### src/rtl/ram_bwe.sv
// Register-based simple dual-port RAM with per-lane write mask, 1- or 2-cycle read latency,
// selectable read-during-write policy and an optional post-reset fill sweep.
module ram_bwe #(
  parameter int                 SIZE     = 16,
  parameter int                 DATA_WD  = 32,
  parameter int                 LANE_WD  = 8,
  parameter int                 RD_LAT   = 1,
  parameter int                 WR_FIRST = 0,
  parameter int                 INIT_EN  = 1,
  parameter logic [DATA_WD-1:0] INIT_VAL = {DATA_WD{1'b0}},
  localparam int                SIZE_WD  = $clog2(SIZE),
  localparam int                MSK_WD   = DATA_WD / LANE_WD
) (
  input  logic               clk,
  input  logic               rstn,
  input  logic               wr_val_i,
  input  logic [SIZE_WD-1:0] wr_adr_i,
  input  logic [DATA_WD-1:0] wr_dat_i,
  input  logic [MSK_WD-1:0]  wr_msk_i,
  input  logic               rd_val_i,
  input  logic [SIZE_WD-1:0] rd_adr_i,
  output logic               rd_val_o,
  output logic [DATA_WD-1:0] rd_dat_o,
  output logic               init_done_o
);

  typedef enum logic {ST_INIT = 1'b0, ST_RUN = 1'b1} state_e;

  localparam state_e             ST_RST   = (INIT_EN != 0) ? ST_INIT : ST_RUN;
  localparam logic               DONE_RST = (INIT_EN != 0) ? 1'b0 : 1'b1;
  localparam logic [SIZE_WD:0]   SIZE_L   = SIZE[SIZE_WD:0];
  localparam logic [SIZE_WD-1:0] CNT_LAST = SIZE_WD'(SIZE - 1);

  function automatic logic [DATA_WD-1:0] lane_merge(input logic [DATA_WD-1:0] old_dat,
                                                    input logic [DATA_WD-1:0] new_dat,
                                                    input logic [MSK_WD-1:0]  msk);
    logic [DATA_WD-1:0] res;
    res = old_dat;
    for (int i = 0; i < MSK_WD; i++) begin
      if (msk[i]) begin
        res[i*LANE_WD +: LANE_WD] = new_dat[i*LANE_WD +: LANE_WD];
      end else begin
        res[i*LANE_WD +: LANE_WD] = old_dat[i*LANE_WD +: LANE_WD];
      end
    end
    return res;
  endfunction

  logic [DATA_WD-1:0] mem_q [SIZE];

  state_e             state_q, state_d;
  logic [SIZE_WD-1:0] cnt_q, cnt_d;
  logic               init_done_q, init_done_d;
  logic               rd_val_q, rd_val_d;
  logic [DATA_WD-1:0] rd_dat_q, rd_dat_d;

  logic               wr_in_rng_s, rd_in_rng_s, wr_en_s, rd_en_s, wr_hit_s;
  logic               mem_we_s;
  logic [SIZE_WD-1:0] mem_wadr_s;
  logic [DATA_WD-1:0] mem_wdat_s, rd_word_s;

  // Sweep sequencing: INIT fills one word per cycle, RUN is terminal until reset.
  always_comb begin
    state_d     = state_q;
    cnt_d       = cnt_q;
    init_done_d = init_done_q;
    case (state_q)
      ST_INIT: begin
        if (cnt_q == CNT_LAST) begin
          state_d     = ST_RUN;
          cnt_d       = {SIZE_WD{1'b0}};
          init_done_d = 1'b1;
        end else begin
          cnt_d       = cnt_q + SIZE_WD'(1);
          init_done_d = 1'b0;
        end
      end
      ST_RUN:  init_done_d = 1'b1;
      default: begin
        state_d     = ST_RST;
        cnt_d       = {SIZE_WD{1'b0}};
        init_done_d = DONE_RST;
      end
    endcase
  end

  // User ports stay dead until the sweep completes; out-of-range addresses never touch the array.
  always_comb begin
    wr_in_rng_s = ({1'b0, wr_adr_i} < SIZE_L);
    rd_in_rng_s = ({1'b0, rd_adr_i} < SIZE_L);
    wr_en_s     = init_done_q & wr_val_i & wr_in_rng_s;
    rd_en_s     = init_done_q & rd_val_i;
    wr_hit_s    = wr_en_s & rd_in_rng_s & (wr_adr_i == rd_adr_i);
    if (state_q == ST_INIT) begin
      mem_we_s   = 1'b1;
      mem_wadr_s = cnt_q;
      mem_wdat_s = INIT_VAL;
    end else if (wr_en_s) begin
      mem_we_s   = 1'b1;
      mem_wadr_s = wr_adr_i;
      mem_wdat_s = lane_merge(mem_q[wr_adr_i], wr_dat_i, wr_msk_i);
    end else begin
      mem_we_s   = 1'b0;
      mem_wadr_s = wr_adr_i;
      mem_wdat_s = wr_dat_i;
    end
    if (!rd_in_rng_s) begin
      rd_word_s = {DATA_WD{1'b0}};
    end else if ((WR_FIRST != 0) && wr_hit_s) begin
      rd_word_s = mem_wdat_s;
    end else begin
      rd_word_s = mem_q[rd_adr_i];
    end
  end

  generate
    if (RD_LAT == 2) begin : g_lat2
      logic               s1_val_q, s1_val_d;
      logic [DATA_WD-1:0] s1_dat_q, s1_dat_d;

      // Stage 1 captures the word at the read edge so later writes cannot disturb it.
      always_comb begin
        s1_val_d = rd_en_s;
        rd_val_d = s1_val_q;
        if (rd_en_s) begin
          s1_dat_d = rd_word_s;
        end else begin
          s1_dat_d = s1_dat_q;
        end
        if (s1_val_q) begin
          rd_dat_d = s1_dat_q;
        end else begin
          rd_dat_d = rd_dat_q;
        end
      end

      // Stage 1 pipeline registers.
      always_ff @(posedge clk or negedge rstn) begin
        if (!rstn) begin
          s1_val_q <= 1'b0;
          s1_dat_q <= {DATA_WD{1'b0}};
        end else begin
          s1_val_q <= s1_val_d;
          s1_dat_q <= s1_dat_d;
        end
      end
    end else begin : g_lat1
      // Single-cycle read: output registers load directly from the array.
      always_comb begin
        rd_val_d = rd_en_s;
        if (rd_en_s) begin
          rd_dat_d = rd_word_s;
        end else begin
          rd_dat_d = rd_dat_q;
        end
      end
    end
  endgenerate

  // Control state and output registers.
  always_ff @(posedge clk or negedge rstn) begin
    if (!rstn) begin
      state_q     <= ST_RST;
      cnt_q       <= {SIZE_WD{1'b0}};
      init_done_q <= DONE_RST;
      rd_val_q    <= 1'b0;
      rd_dat_q    <= {DATA_WD{1'b0}};
    end else begin
      state_q     <= state_d;
      cnt_q       <= cnt_d;
      init_done_q <= init_done_d;
      rd_val_q    <= rd_val_d;
      rd_dat_q    <= rd_dat_d;
    end
  end

  // Storage array, intentionally without reset.
  always_ff @(posedge clk) begin
    if (mem_we_s) begin
      mem_q[mem_wadr_s] <= mem_wdat_s;
    end
  end

  assign rd_val_o    = rd_val_q;
  assign rd_dat_o    = rd_dat_q;
  assign init_done_o = init_done_q;

endmodule

### config.mk
export PLATFORM = sky130hd
export DESIGN_NAME = ram_bwe
export DESIGN_NICKNAME = d
export VERILOG_FILES = /design/src/rtl/ram_bwe.sv
export SDC_FILE = /design/constraint.sdc
export NUM_CORES = 1
export LEC_CHECK = 0
export BUFFER_PORTS_ARGS = -buffer_cell sky130_fd_sc_hd__buf_2
export CORE_MARGIN = 10
export CORE_UTILIZATION = 40
export CTS_BUF_LIST = sky130_fd_sc_hd__clkbuf_8
export DETAILED_ROUTE_END_ITERATION = 16
export PLACE_DENSITY_LB_ADDON = 0.15
export SLEW_MARGIN = 20
export SYNTH_ARGS = -nofsm -noshare
export SYNTH_HDL_FRONTEND = slang
export SYNTH_SLANG_ARGS = --single-unit
### constraint.sdc
create_clock -name clk -period 3.3 [get_ports clk]
set_input_delay 0.66 -clock clk [delete_from_list [all_inputs] [get_ports clk]]
set_output_delay 0.66 -clock clk [all_outputs]
set_load 0.05 [all_outputs]
==> results.py <==
metrics = {
    "final_layout": {
        "flow.area_growth_from_synthesis_pct": 16.49,
        "num-fill-cells": 5537,
        "seq_area_um2": 16330,
        "layout-drive-gt1-share_pct": 24.61,
        "layoutNonFillerInstCount": 2696,
        "final_design_area_no_fill_um2": 29720,
        "multi_input_comb_area_um2": 8776,
        "design.final.nets": 1819,
    },
    "clock_tree": {
        "numCtsBuffers": 93,
        "cts.clk_slew.worst_paths_ns": 0.06,
        "clk_buf_depth": 3,
        "post-cts-setup-buffers": 0,
        "postcts_resize_cnt": 0,
        "clkSinkCount": 550,
        "worst_skew_pair.late_latency_ns": 0.70,
        "tritoncts": "yes",
        "clk_root_buffer_cell": "clkbuf_8",
        "htreeDepth": 3,
        "cts_hold_buffers": 0,
    },
    "global_route": {
        "grt_antenna_before_repair": 1,
        "grt_overflow": 0,
        "grt_pass1_wl_um": 113800,
        "grt_util_all_layers_pct": 20.94,
        "grt_pass1_vias": 16442,
        "grt_max_degree": 65,
    },
    "route": {
        "routed-via-count": 16066,
        "post-route-drc-count": 0,
        "detailedRoute.firstPassIterationCount": 5,
        "drt-initial-drc-count": 1454,
        "detail_route.wirelength_um": 78490,
        "drt-vias-per-instance": 5.959,
        "drt-wirelength-per-cell_um": 29.11,
        "route.antenna.remaining_nets": 0,
    },
    "power": {
        "cellPowerDensity_nw_per_um2": 540.2,
        "irDropWorstVdd_uv": 262.7,
        "p_leak_uw": 0.01078,
    },
    "sta": {
        "period_needed_ns": 2.448,
        "relSlewSlack_pct": 32.92,
        "setup-violations-final": 0,
        "post-route-period-util_pct": 74.18,
        "setup-tns-final_ns": 0,
        "tightest_slew_ns": 0.9996,
        "hold_viol_final": 0,
        "finClkSkew_ns": 0.03983,
        "fmaxAchievable_ghz": 0.4085,
        "drv_slew": 0,
        "grt_setup_unrepaired": "false",
    },
    "synthesis": {
        "post_synth_inst_count": 1607,
        "synth.distinct_cells": 42,
        "mappedNetlistNets": 1656,
        "synth-warning-count": 0,
        "netlist_area_pre_place_um2": 25520,
        "synth_seq_cells": 550,
        "avgSynthCellArea_um2": 15.88,
        "ys_seq_area_share_pct": 63.98,
    },
    "floorplanning": {
        "die_area_um2": 74290,
        "num_io_pins": 82,
        "floorplan.die.height_um": 272.6,
        "core.rowCount": 92,
        "dieWidth_um": 272.6,
        "floorplan.core_area_um2": 63080,
        "initial_utilization_pct": 40.45,
    },
    "critical_path": {
        "timing.critical_path.required_ns": 3.63,
        "critical_path.startpoint_type": "flop",
        "worst-path-buf-inv": 2,
        "cpMaxStageDelayCell": "o21ai_1",
        "critical_path.max_stage_delay_ns": 0.54,
        "crit_top_cell": "buf_4",
        "setup.worst_path.class": "flop to flop",
        "crit_fanout": 31,
        "cp_top_family": "compound AO/OA/AOI/OAI gates",
        "critical_path_arrival_ns": 2.77,
        "endpoint_kind": "flop",
        "cp_cell_sequence": "buf_4, nand3b_1, nor2_1, buf_4, a22oi_1, o21ai_1",
    },
    "min_path": {
        "worstHoldPathType": "primary input to asynchronous set/reset pin",
    },
    "place": {
        "detailedPlacementHpwl_um": 43840,
        "place_area_um2": 27720,
        "placed_cells_incl_taps": 2521,
        "port_buffers": 81,
        "last_weighted_congestion_value_of_the_routability_driven_placer": 0.7714,
    },
    "status": {
        "result_of_the_run": "finished, final reports clean",
    },
    "flow_run": {
        "max_cap_viol_count": 0,
    },
}
worst reg2reg max path, stage by stage, from the launching register on:
cell      delay, ns
dfrtp_1        0.34
buf_4          0.31
nand3b_1       0.34
nor2_1         0.19
buf_4          0.26
a22oi_1        0.12
o21ai_1        0.54
registers in the layout, indices dropped and copies added, names as in the netlist:
register     count
rd_val_o         1
init_done_o      1
mem_q          512
cnt_q            4
rd_dat_o        32
final cells by class:
| class | count | share of cell area, % |
|---|---|---|
| sequential | 550 | 54.93 |
| tap | 846 | 3.561 |
| clock buffer | 106 | 4.908 |
| antenna | 1 | 0.008419 |
| timing repair buffer | 177 | 5.186 |
| clock inverter | 68 | 1.806 |
| inverter | 6 | 0.07577 |
| multi-input combinational | 942 | 29.53 |
through the flow:
step / utilization [%] / hold WS, ns / worst slack [ns] / power [uW]
global route: 47.12 / 0.05245 / 0.6906 / 16700
global placement: 43.95 / 0.4589 / 0.3761 / 9707
detailed placement: 43.95 / 0.4647 / 0.2866 / 9723
floorplan: - / 0.3644 / -0.1647 / 9096
CTS: 47.11 / 0.02191 / 0.8907 / 16200
finish: 47.12 / 0.06260 / 0.8522 / 16060
metal layers:
metal	share of wire, %	global-route usage [%]	up-vias
met4	2.4	6.857	0
met2	48	34.22	652
met3	7.4	4.253	122
li1	-	-	6850
met5	0	0	-
met1	42	27.64	8442
cell usage in the layout, fill, tap and decap left out, types with 6 or more instances in the layout:
| cell | n |
|---|---|
| mux4_2 | 101 |
| dfrtp_1 | 38 |
| edfxtp_1 | 512 |
| inv_1 | 30 |
| a22oi_1 | 120 |
| nand3_1 | 74 |
| clkinv_2 | 13 |
| bufinv_16 | 8 |
| nand4_1 | 25 |
| buf_12 | 31 |
| clkinv_1 | 12 |
| clkbuf_8 | 107 |
| clkinvlp_4 | 6 |
| buf_2 | 77 |
| nor2_4 | 18 |
| a21oi_1 | 27 |
| mux4_1 | 13 |
| a221o_1 | 13 |
| o21ai_1 | 9 |
| mux2_2 | 16 |
| nor2_1 | 12 |
| mux2i_1 | 299 |
| nand2_1 | 164 |
| buf_4 | 66 |
synth_stat cells (all sizes together):
cell type | count | share of area, %
a41oi | 1 | 0.034
mux2i | 299 | 12
a31oi | 1 | 0.025
mux2 | 16 | 0.71
ha | 1 | 0.049
o211ai | 5 | 0.15
a22oi | 120 | 3.5
clkbuf | 41 | 0.60
nand4b | 3 | 0.10
xnor2 | 1 | 0.034
a21oi | 27 | 0.53
nor3b | 1 | 0.029
and2 | 3 | 0.074
inv | 5 | 0.074
buf | 68 | 1.5
nand2 | 165 | 2.4
nand3b | 1 | 0.029
clkinv | 1 | 0.015
o31ai | 4 | 0.12
dfrtp | 38 | 3.7
nand4 | 25 | 0.61
o21ai | 12 | 0.24
o311ai | 1 | 0.034
a31o | 1 | 0.034
nor3 | 4 | 0.078
nor2b | 7 | 0.17
edfxtp | 512 | 60
a221o | 13 | 0.51
a221oi | 1 | 0.034
mux4 | 114 | 10
nand3 | 74 | 1.5
nor2 | 30 | 0.44
and3 | 1 | 0.025
nand2b | 2 | 0.049
a32oi | 5 | 0.17
a21boi | 4 | 0.12
final timing paths:
path | slack, ns | cells after the start | start | endpoint
max in group asynchronous | 2.53 | 2 | rstn | cnt_q[0]
min in group clk | 0.47 | 2 | rd_dat_o[7] | rd_dat_o[7]
worst min register to register | 0.47 | 2 | rd_dat_o[7] | rd_dat_o[7]
worst max-delay path | 0.85 | 6 | init_done_o | mem_q[2][5]
worst max register to register | 0.85 | 6 | init_done_o | mem_q[2][5]
worst min-delay path | 0.06 | 1 | rstn | rd_dat_o[25]
power breakdown:
group | leakage (uW) | internal (uW) | switching, uW
combinational | 0.00457 | 552 | 1090
sequential | 0.00510 | 7860 | 75.9
clock | 0.00110 | 3600 | 2880
cell families after synthesis:
group	synth area share, %
adder cells (fa/ha/maj)	0.04903
AND/OR/NAND/NOR	5.492
flip-flops	63.98
multiplexers	22.69
XOR/XNOR	0.03433
buffers and inverters	2.231
AO/OA/AOI/OAI	5.521
Power figures use the tool's default switching activity.
